[src/rtl/alu_pkg.sv]
// alu_pkg: ALU opcode constants and scheduler state type shared across the codebase.
package alu_pkg;

    localparam logic [7:0] ADD          = 8'h00;
    localparam logic [7:0] SUBTRACT     = 8'h01;
    localparam logic [7:0] MULTIPLY     = 8'h02;
    localparam logic [7:0] EQUALS       = 8'h03;
    localparam logic [7:0] GREATER_THAN = 8'h04;
    localparam logic [7:0] OPCODE_MAX   = 8'h04;

    typedef enum logic {
        EMPTY = 1'b0,
        FULL  = 1'b1
    } sched_state_t;

endpackage

[src/rtl/alu.sv]
// alu: 8-bit signed wrapping ALU; opcodes above OPCODE_MAX flag an error and yield 0.
module alu
    import alu_pkg::*;
(
    input  logic              reset_in,
    input  logic              enable_in,
    input  logic        [7:0] opcode_in,
    input  logic signed [7:0] a_in,
    input  logic signed [7:0] b_in,
    output logic signed [7:0] result_out,
    output logic              err_out
);

    logic on;

    always_comb begin
        on = reset_in && enable_in;
        err_out = on && (opcode_in > OPCODE_MAX);
        result_out = (!on || err_out)        ? 8'sd0 :
                     (opcode_in == ADD)      ? a_in + b_in :
                     (opcode_in == SUBTRACT) ? a_in - b_in :
                     (opcode_in == MULTIPLY) ? 8'(a_in * b_in) :
                     (opcode_in == EQUALS)   ? {7'd0, a_in == b_in} :
                                               {7'd0, a_in > b_in};
    end

endmodule

[src/rtl/rr_arbiter.sv]
// rr_arbiter: combinational one-hot arbiter searching from ptr_i+1 upward, wrapping modulo N.
module rr_arbiter #(
    parameter int N  = 4,
    parameter int IW = $clog2(N)
) (
    input  logic [N-1:0]  req_i,
    input  logic [IW-1:0] ptr_i,
    input  logic          advance_i,
    output logic [N-1:0]  grant_o,
    output logic [IW-1:0] idx_o
);

    always_comb begin
        grant_o = '0;
        idx_o = '0;
        // Walk from the lowest priority slot up so the last hit is the winner.
        for (int k = N; k >= 1; k--) begin
            int j;
            j = (int'(ptr_i) + k) % N;
            if (advance_i && req_i[j]) begin
                grant_o = '0;
                grant_o[j] = 1'b1;
                idx_o = IW'(j);
            end
        end
    end

endmodule

[src/rtl/alu_scheduler.sv]
// alu_scheduler: shares one ALU among NUM_REQ requesters behind a one-entry result register.
// Define ALU_SCHED_RR_EN for round-robin arbitration; otherwise lowest index wins.
module alu_scheduler
    import alu_pkg::*;
#(
    parameter int NUM_REQ = 4,
    parameter int CNT_W   = 16
) (
    input  logic                       clock_in,
    input  logic                       reset_in,
    input  logic [NUM_REQ-1:0]         req_valid_in,
    input  logic [NUM_REQ*8-1:0]       req_opcode_in,
    input  logic [NUM_REQ*8-1:0]       req_a_in,
    input  logic [NUM_REQ*8-1:0]       req_b_in,
    output logic [NUM_REQ-1:0]         req_ready_out,
    output logic                       result_valid_out,
    output logic [7:0]                 result_out,
    output logic [$clog2(NUM_REQ)-1:0] result_id_out,
    output logic                       result_err_out,
    input  logic                       result_ready_in,
    output logic [CNT_W-1:0]           ops_done_out
);

    localparam int IW = $clog2(NUM_REQ);

    sched_state_t   state_q, state_d;
    logic [7:0]     result_q, result_d;
    logic [IW-1:0]  id_q, id_d;
    logic           err_q, err_d;
    logic [CNT_W-1:0] cnt_q, cnt_d;
    logic [IW-1:0]  ptr, grant_idx;
    logic [NUM_REQ-1:0] grant;
    logic           advance, fire, accept;
    logic [7:0]     alu_res;
    logic           alu_err;

    assign advance = reset_in && (state_q == EMPTY || result_ready_in);
    assign fire = |grant;
    assign accept = (state_q == FULL) && result_ready_in;

    rr_arbiter #(.N(NUM_REQ), .IW(IW)) u_arb (
        .req_i    (req_valid_in),
        .ptr_i    (ptr),
        .advance_i(advance),
        .grant_o  (grant),
        .idx_o    (grant_idx)
    );

    alu u_alu (
        .reset_in  (1'b1),
        .enable_in (1'b1),
        .opcode_in (req_opcode_in[int'(grant_idx)*8 +: 8]),
        .a_in      (req_a_in[int'(grant_idx)*8 +: 8]),
        .b_in      (req_b_in[int'(grant_idx)*8 +: 8]),
        .result_out(alu_res),
        .err_out   (alu_err)
    );

`ifdef ALU_SCHED_RR_EN
    logic [IW-1:0] ptr_q, ptr_d;

    assign ptr_d = fire ? grant_idx : ptr_q;
    assign ptr = ptr_q;

    always_ff @(posedge clock_in) begin
        if (!reset_in) ptr_q <= IW'(NUM_REQ - 1);
        else ptr_q <= ptr_d;
    end
`else
    assign ptr = IW'(NUM_REQ - 1);
`endif

    always_comb begin
        state_d = fire ? FULL : (accept ? EMPTY : state_q);
        result_d = fire ? alu_res : result_q;
        id_d = fire ? grant_idx : id_q;
        err_d = fire ? alu_err : err_q;
        cnt_d = cnt_q + CNT_W'(accept);
    end

    always_ff @(posedge clock_in) begin
        if (!reset_in) begin
            state_q <= EMPTY;
            result_q <= '0;
            id_q <= '0;
            err_q <= 1'b0;
            cnt_q <= '0;
        end else begin
            state_q <= state_d;
            result_q <= result_d;
            id_q <= id_d;
            err_q <= err_d;
            cnt_q <= cnt_d;
        end
    end

    assign req_ready_out = grant;
    assign result_valid_out = (state_q == FULL);
    assign result_out = result_q;
    assign result_id_out = id_q;
    assign result_err_out = err_q;
    assign ops_done_out = cnt_q;

endmodule
[config.mk]
export PLATFORM = sky130hd
export DESIGN_NAME = alu_scheduler
export DESIGN_NICKNAME = d
export VERILOG_FILES = /design/src/rtl/alu_pkg.sv /design/src/rtl/alu.sv /design/src/rtl/rr_arbiter.sv /design/src/rtl/alu_scheduler.sv
export SDC_FILE = /design/constraint.sdc
export NUM_CORES = 1
export LEC_CHECK = 0
export ABC_AREA = 1
export BUFFER_PORTS_ARGS = -buffer_cell sky130_fd_sc_hd__buf_2
export CAP_MARGIN = 15
export CORE_MARGIN = 2
export CORE_UTILIZATION = 38
export CTS_BUF_LIST = sky130_fd_sc_hd__clkbuf_8
export DETAILED_ROUTE_END_ITERATION = 7
export PLACE_DENSITY = 0.7
export SYNTH_ARGS = -nofsm -noshare
export SYNTH_HDL_FRONTEND = slang
export SYNTH_SLANG_ARGS = --single-unit
[constraint.sdc]
create_clock -name clock_in -period 6.8 [get_ports clock_in]
set_input_delay 0.68 -clock clock_in [delete_from_list [all_inputs] [get_ports clock_in]]
set_output_delay 0.68 -clock clock_in [all_outputs]
set_load 0.005 [all_outputs]
==> run_results.csv <==
group,metric,value,unit
run_status,outcome,"finished, final reports clean",
synth,ys.flop_type,"dfxtp_1",
synth,synthArstFlopShare,0,%
place,dp_cells,913,
sta,rsz0062_at_grt,"no",
clocking,cts_root_buf,"clkbuf_8",
synth,synth_edf_count,0,
worst_setup_path,critPathMaxStageDelay,0.54,ns
worst_setup_path,slowest_stage,"nor2_4",
synth,synth_top_cell_area_share,14.2,%
clocking,htreeDepth,1,
layout,fin_util,47.0,%
worst_setup_path,worst-endpoint-arrival,5.92,ns
clocking,postCtsHoldBufs,0,
worst_setup_path,crit_path_frequent_cell,"nand2_1",
clocking,worst_skew_pair.late_latency,0.27,ns
layout,ff_latch_area,561,µm²
worst_setup_path,path_max_fanout,28,
worst_setup_path,cp_top_family,"adder cells",
synth,synth.area.mux_share,0,%
synth,synth_top_cells_by_area,"nand2_1 (14%), dfxtp_1 (14%), inv_1 (12%)",
layout,nFillCells,1120,
power,p_sw,0.000417,W
worst_setup_path,r2r_slack,1.26,ns
floorplanning,die-area,11600,µm²
sta,setup_tns,0,ns
sta,slew_violations,0,
min_path,hold_path.class,"reg -> reg",
synth,synthXorXnorAreaFrac,2.14,%
synth,synth_top_cell_by_area,"nand2_1",
worst_setup_path,cp.required,6.96,ns
floorplanning,core,10400,µm²
detailed_routing,totalWireLength,11400,µm
floorplanning,fp.dieH,108,µm
sta,fin_crit,5.77,ns
floorplanning,die_w,108,µm
grt,grt_max_degree,47,
detailed_routing,drtAntennaViolNets,0,
layout,layout_commonest_cell,"nand2_1",
worst_setup_path,path_buf_inv,7,
synth,synth_top_family_by_area,"simple AND/OR/NAND/NOR gates",
sta,fin_ws,1.03,ns
grt,grt_overflow,0,
place,routabilityCongestion,0.892,
clocking,clkTransAtPathRegs,0.09,ns
clocking,cts_max_path_buffers,2,
sta,fmax,173,MHz
layout,antennaDiodeCount,0,
layout,syn2layout_area_growth,19.3,%
layout,mostFrequentLayoutCells,"nand2_1 (155), buf_2 (134), inv_1 (126), nand3_1 (65), nor2_1 (59)",
run,maxCapViolCount,0,
synth,netlist_area,4090,µm²
clocking,post_cts_buffers,0,
power,p_sw_share,47.9,%
clocking,cts_inserted_buffers,3,
floorplanning,pin_count,135,
detailed_routing,first_pass_iters,7,
detailed_routing,drt_iter0_drc,240,
grt,antenna_found_initial,0,
detailed_routing,route.vias.total,4398,
synth,ys_types,46,
layout,stdcell_count,917,
layout,fin_nets,935,
place,portBuffers,134,
floorplanning,num_rows,37,
floorplanning,initial_core_util,39.4,%
place,post-place-ws,0.768,ns
power,p_int,0.000453,W
layout,final_layout_size_suffix_gt1_share,24.1,%
worst_setup_path,start_kind,"input port",
synth,yosys_warnings,0,
place,dp_hpwl,9630,µm
power,p_leak,2.77,nW
synth,avgSynthCellArea,6.21,µm²
worst_setup_path,critical_path_class,"in -> reg",
detailed_routing,drc,0,
layout,multi_input_area,2900,µm²
sta,slew_headroom,42.5,%
sta,setup_viol,0,
grt,first_global_vias,4046,
synth,yosys.area_share.simple,38.7,%
synth,synth-adder-area-share,17.9,%
clocking,cts_tree,"yes",
power,p_comb_share,68.9,%
grt,grt_pass1_wl,18700,µm
grt,globalRouteTotalUtil,19.7,%
synth,synth_cells,659,
power,seqPwrFrac,19.6,%
power,pwr-share-clk,11.5,%
sta,fin_crit_sh,84.8,%
power,p_per_area,178,nW/µm²
sta,hold_violations,0,
synth,synth_compound_area_share,12.2,%
synth,synth_seq_cells,28,
power,irDropWorstVdd,0.0000930,V
sta,finalClockSkew,0.00216,ns
detailed_routing,wl_per_cell,12.4,µm
synth,yosysSeqAreaShare,13.7,%
worst_setup_path,endpoint_kind,"register",
power,p_total,0.000869,W
clocking,cts-resized-gates,0,
synth,syn_nets,812,
clocking,clock_sinks,28,
detailed_routing,vias_per_cell,4.80,
sta,tightest_slew,0.860,ns
==> through the flow <==
stage / instance area [µm²] / hold WS, ns
after floorplan: 4090 / 0.458
after global placement: 4820 / 0.457
after detailed placement: 4820 / 0.457
after CTS: 4880 / 0.471
after global routing: 4880 / 0.498
final: 4880 / 0.469
==> final timing paths <==
check	start	end	depth (start not counted)
worst min register to register	result_out[3]$_SDFFE_PN0P_	result_out[3]$_SDFFE_PN0P_	2
worst max-delay path	req_valid_in[0]	result_out[7]$_SDFFE_PN0P_	34
worst min-delay path	result_out[3]$_SDFFE_PN0P_	result_out[3]$_SDFFE_PN0P_	2
worst max register to register	result_valid_out$_SDFFE_PN0P_	result_out[7]$_SDFFE_PN0P_	35
==> kinds of logic after synthesis <==
family / count (synthesis)
buffers and inverters: 153
adder cells (fa/ha/maj): 50
AO/OA/AOI/OAI: 80
flip-flops: 28
AND/OR/NAND/NOR: 338
XOR/XNOR: 10
==> worst min-delay path: stages (launching register included) <==
cell	delay, ns
dfxtp_1	0.32
nand2_1	0.06
a21oi_1	0.05
==> synthesized netlist by cell type, types with 3 or more instances <==
| cell type | count |
|---|---|
| a21oi_1 | 31 |
| buf_4 | 6 |
| buf_6 | 4 |
| clkbuf_1 | 5 |
| dfxtp_1 | 28 |
| fa_1 | 14 |
| ha_1 | 36 |
| inv_1 | 126 |
| inv_2 | 8 |
| nand2_1 | 155 |
| nand2_2 | 9 |
| nand2_4 | 5 |
| nand3_1 | 65 |
| nand3_2 | 4 |
| nand3b_1 | 10 |
| nor2_1 | 59 |
| nor3_1 | 5 |
| nor4_1 | 4 |
| o211ai_1 | 7 |
| o21a_1 | 3 |
| o21ai_0 | 17 |
| o21ai_1 | 4 |
| o221ai_1 | 3 |
| o41ai_1 | 4 |
| or2_2 | 11 |
| xor2_1 | 8 |
==> area by class of cell <==
type | count | share of cell area [%]
multi-input cells | 478 | 59.5
repair buffers | 136 | 14.1
flip-flops and latches | 28 | 11.5
inverters | 135 | 10.4
well taps | 136 | 3.49
clock buffers | 4 | 1.13
==> metal layers <==
layer	routed length (µm)	track usage (%)	share of wire [%]	up-vias
met2	5330	34.3	47	154
li1	-	-	-	2312
met1	5160	26.5	45	1920
met3	766	1.76	6.7	12
met4	110	4.03	0.97	0
met5	0	0	0	-
==> registers in the layout, indices dropped and copies added (netlist names) <==
name              flops
result_out            8
result_id_out         2
result_err_out        1
result_valid_out      1
ops_done_out         16
==> power by group through the flow <==
stage               sequential [W]  clock, W  combinational [W]
floorplan                 0.000174         0           0.000450
CTS                       0.000170  0.000103           0.000605
detailed placement        0.000174         0           0.000602
global route              0.000171  0.000110           0.000696
finish                    0.000170  0.000100           0.000599
global placement          0.000174         0           0.000598
Note: power is estimated with default switching activity, not from simulation.
